`config.mk`:
```
export PLATFORM = sky130hd
export DESIGN_NAME = cardinal_input_buffer
export DESIGN_NICKNAME = d
export VERILOG_FILES = /design/src/rtl/cardinal_input_buffer.sv
export SDC_FILE = /design/constraint.sdc
export NUM_CORES = 1
export LEC_CHECK = 0
export BUFFER_PORTS_ARGS = -buffer_cell sky130_fd_sc_hd__buf_2
export CORE_MARGIN = 2
export CORE_UTILIZATION = 40
export CTS_CLUSTER_SIZE = 8
export DETAILED_ROUTE_END_ITERATION = 8
export PLACE_DENSITY_LB_ADDON = 0.12
export SLEW_MARGIN = 10
export SYNTH_ARGS = -nofsm -noshare
export SYNTH_HDL_FRONTEND = slang
export SYNTH_SLANG_ARGS = --single-unit
```
`constraint.sdc`:
```
create_clock -name clk -period 4.7 [get_ports clk]
set_input_delay 0.235 -clock clk [delete_from_list [all_inputs] [get_ports clk]]
set_output_delay 0.235 -clock clk [all_outputs]
set_load 0.01 [all_outputs]
```
`src/rtl/cardinal_input_buffer.sv`:
```
// Router input port with two virtual-channel buffers. Each VC holds one packet, and the
// VC in use alternates with the router polarity. Optional counters: CARDINAL_IBUF_STATS_EN.
module cardinal_input_buffer #(
    parameter int DATA_W  = 64,
    parameter int HOP_LSB = 48
) (
    input  logic              clk,
    input  logic              reset,
    input  logic              polarity,
    input  logic              si,
    input  logic [DATA_W-1:0] di,
    output logic              ri,
    output logic              out_valid,
    output logic [2:0]        out_req,
    output logic [DATA_W-1:0] out_data,
    input  logic              out_gnt,
    output logic              err_vc
`ifdef CARDINAL_IBUF_STATS_EN
    ,
    output logic [15:0]       pkt_cnt,
    output logic [7:0]        drop_cnt
`endif
);

    localparam logic [2:0] REQ_CW  = 3'b001;
    localparam logic [2:0] REQ_CCW = 3'b010;
    localparam logic [2:0] REQ_PE  = 3'b100;

    logic [DATA_W-1:0] buf0;
    logic [DATA_W-1:0] buf1;
    logic              full0;
    logic              full1;

    logic              ext_full;
    logic              int_full;
    logic [DATA_W-1:0] int_buf;
    logic [7:0]        int_hop;
    logic              vc_match;
    logic              handshake;
    logic              accept;
    logic              drop;
    logic              release_int;

    function automatic logic [7:0] hop_dec(input logic [7:0] h);
        return (h == 8'd0) ? 8'd0 : h - 8'd1;
    endfunction

    function automatic logic [7:0] sat_inc8(input logic [7:0] v);
        return (v == 8'hFF) ? 8'hFF : v + 8'd1;
    endfunction

    // External VC follows polarity; the internal (switch-facing) VC is the other one.
    assign ext_full = polarity ? full1 : full0;
    assign int_full = polarity ? full0 : full1;
    assign int_buf  = polarity ? buf0  : buf1;
    assign int_hop  = int_buf[HOP_LSB +: 8];

    assign ri          = ~reset & ~ext_full;
    assign vc_match    = (di[DATA_W-1] == polarity);
    assign handshake   = si & ri;
    assign accept      = handshake & vc_match;
    assign drop        = handshake & ~vc_match;
    assign release_int = int_full & out_gnt;

    assign out_valid = int_full;

    always_comb begin
        out_data                 = int_buf;
        out_data[HOP_LSB +: 8]   = hop_dec(int_hop);
    end

    always_comb begin
        out_req = 3'b000;
        if (int_full) begin
            if (int_hop == 8'd0)
                out_req = REQ_PE;
            else if (int_buf[DATA_W-2])
                out_req = REQ_CCW;
            else
                out_req = REQ_CW;
        end
    end

    // Accept and release never hit the same VC in one cycle, so each buffer has one writer per phase.
    always_ff @(posedge clk or posedge reset) begin
        if (reset) begin
            buf0   <= '0;
            buf1   <= '0;
            full0  <= 1'b0;
            full1  <= 1'b0;
            err_vc <= 1'b0;
        end else begin
            if (accept && !polarity) begin
                buf0  <= di;
                full0 <= 1'b1;
            end else if (release_int && polarity) begin
                full0 <= 1'b0;
            end

            if (accept && polarity) begin
                buf1  <= di;
                full1 <= 1'b1;
            end else if (release_int && !polarity) begin
                full1 <= 1'b0;
            end

            if (drop)
                err_vc <= 1'b1;
        end
    end

`ifdef CARDINAL_IBUF_STATS_EN
    always_ff @(posedge clk or posedge reset) begin
        if (reset) begin
            pkt_cnt  <= 16'd0;
            drop_cnt <= 8'd0;
        end else begin
            if (accept)
                pkt_cnt <= pkt_cnt + 16'd1;
            if (drop)
                drop_cnt <= sat_inc8(drop_cnt);
        end
    end
`endif

endmodule

```
==> metrics.md <==
| Metric | Value |
|---|---|
| Peak supply drop | `roughly 0.26 mV` |
| Hold crit path type | `primary input to flop` |
| Placement Rows | `45` |
| CTS tree | `done` |
| Finished Cell Area | `7590 um2` |
| CP Capture Type | `output pin` |
| Post-synth top area share | `a little over half` |
| Clock buffer depth | `2` |
| Startpoint Class | `primary input` |
| Setup tns final | `0 ps` |
| Initial Util | `around two fifths` |
| PortBufs | `approximately 140` |
| EDFF count, synth | `0` |
| Crit path DAT | `~2500 ps` |
| Post-DP HPWL | `~8 mm` |
| Fmax | `approximately 0.37 GHz` |
| Post-synthesis sequential area ratio | `a little over half` |
| Slew HR | `roughly 37%` |
| Asr flop ratio synth | `100%` |
| Die width | `about 130 um` |
| Max Slew Vio Count | `0` |
| Vias per cell | `4.92` |
| Drt pass-1 iters | `4` |
| Final setup fails | `0` |
| CTS Buf Count | `17` |
| Vias in the first global route | `3927` |
| Num ports | `about 140` |
| Fillcell total | `1315` |
| Iteration-0 DRC Markers | `~110` |
| Total die area | `16200 um2` |
| Initial antenna violation count | `1` |
| Max Cap Violations | `0` |
| PostCTS Resize Cnt | `0` |
| WP data required | `approximately 4500 ps` |
| WL per Instance | `between 15 and 20 um` |
| Die Y | `around 130 um` |
| Most frequent cell after synthesis | `mux2_2` |
| Yosys top cell by area | `dfrtp_1` |
| Status | `complete, no violations` |
| Root Buffer | `clkbuf_16` |
| Routed Antenna Nets | `0` |
| Clock Latency Late Sink | `approximately 420 ps` |
| Dpl cell area | `between 6000 and 7000 um2` |
| Primary FF master, synth | `dfrtp_1` |
| Clock skew | `5.44 ps` |
| Static leakage | `between 3 and 4 nW` |
| H-tree depth | `4` |
| Hold Buf Count CTS | `0` |
| Kind of critical path | `primary input to output pin` |
| RSZ-0062 raised after global routing | `no` |
| Synth cell types | `32` |
| Setup bufs post-CTS | `0` |
| Power density cells | `roughly 530 nW/um2` |
| Post-layout nets | `just over 600` |
| Syn-to-layout area delta | `24.6%` |
| Top cells by area, synth | `dfrtp_1 54%, mux2_2 25%, mux2_4 12%` |
| Slew @ Worst Pin | `around 940 ps` |
| Synthesized Nets | `roughly 470` |
| Top cells by count, synth | `135 x mux2_2, 131 x dfrtp_1, 48 x mux2_4` |
| Tmin final | `between 2000 and 3000 ps` |
| Fin. Hold Viols | `0` |
| Crit Path Max Fanout | `between 40 and 50` |
| Largest net degree at the start of global routing | `a little over 70` |
| Clock Sinks | `around 130` |
| Mapped cell area | `6090 um2` |
| Fin crit share | `57.3%` |
| GR Overflow Total | `0` |
| First-pass GRT wire length | `20.5 mm` |
| Layout cells sized above 1 | `64.9%` |
| DRC Markers | `0` |
| Synthesized area per cell | `approximately 15 um2` |
| Core footprint | `around 15000 um2` |
| GPL Wtd Cong | `roughly 0.7` |
| Seq cells post-synth | `~130` |
| GRT Resource Usage Total | `between 15 and 20%` |
| Vias | `~3700` |
| Post-Syn Instances | `slightly above 400` |
| Total Wirelength | `roughly 13 mm` |
| CTS clk-pin slew, worst paths | `roughly 60 ps` |
| YS warnings | `0` |
area by class of cell:
class	count	area, um2	share of cell area, %
Antenna cell	1	2.50	0.0330
Clock buffer	23	488	6.43
Clock inverter	9	174	2.29
Inverter	3	15.0	0.198
Multi-Input combinational cell	246	2650	35.0
Sequential cell	131	3280	43.2
Tap cell	188	235	3.10
Timing Repair Buffer	143	743	9.79
path summary, 6_finish.rpt:
path / to / from / slack, ps / depth (start not counted)
max in group asynchronous: buf0[14] / reset / 3230 / 4
min reg2reg: buf1[63] / buf1[63] / 470 / 1
min in group asynchronous: buf0[45] / reset / 120 / 3
max reg2reg: buf0[47] / full0 / 2290 / 5
max: out_req[2] / polarity / 2010 / 6
min: buf0[30] / di[30] / 60 / 2
power by group:
part	internal (mW)	switching, mW	total (mW)
clock network	0.996	0.469	1.46
registers	1.42	0.159	1.58
logic	0.573	0.387	0.960
total	2.99	1.02	4.01
critical path, cell delays in order:
cell     delay [ps]
buf_4           360
buf_4           650
mux2i_1         390
and4b_1         490
and2_1          180
buf_2           120
sequential cells by signal, indices dropped and copies added, names as in the netlist:
signal	cells
buf0	64
buf1	64
err_vc	1
full0	1
full1	1
layer usage:
metal  wire length [um]  global-route usage (%)
met2               5990                    25.5
met4                102                    5.62
met1               5740                    21.2
met3                787                    6.37
met5                  0                       0
cell families (layout without fill, tap and decap cells):
| group | count (synthesis) | count (layout) | share of synthesized area (%) |
|---|---|---|---|
| adder cells (fa/ha/maj) | 1 | 1 | 0.205 |
| other | 0 | 1 | 0 |
| AO/OA/AOI/OAI | 8 | 8 | 0.801 |
| AND/OR/NAND/NOR | 40 | 40 | 3.41 |
| flip-flops | 131 | 131 | 53.8 |
| multiplexers | 192 | 192 | 38.3 |
| XOR/XNOR | 5 | 5 | 0.719 |
| buffers and inverters | 26 | 178 | 2.75 |
stage by stage:
| step | power [mW] | setup WS [ps] | hold slack (ps) | utilization [%] | instances |
|---|---|---|---|---|---|
| 2_1_floorplan | 2.25 | 1240 | 384 | - | 403 |
| 3_3_place_gp | 2.55 | 2010 | 448 | 46.1 | 711 |
| 3_5_place_dp | 2.57 | 1910 | 469 | 46.1 | 711 |
| 4_1_cts | 4.07 | 1990 | 37.2 | 50.5 | 743 |
| 5_1_grt | 4.23 | 1790 | 46.9 | 50.5 | 743 |
| 6_report | 4.01 | 2010 | 60.4 | 50.5 | 744 |
cells in the final DEF (no fill, tap or decap), drive strengths merged:
cell and n:
a211oi 1, a21o 1, a21oi 1, and2 4
and4b 1, buf 143, bufinv 5, clkbuf 23
clkinv 4, clkinvlp 1, dfrtp 131, diode 1
ha 1, inv 2, mux2 183, mux2i 9
nand2 9, nand3 1, nor2 11, nor2b 1
nor3 4, nor3b 3, nor4 2, nor4b 1
o21ai 3, o21bai 1, o22ai 1, or2 1
or3 1, or4 1, xnor2 4, xor2 1
(Power assumes the default switching activity.)
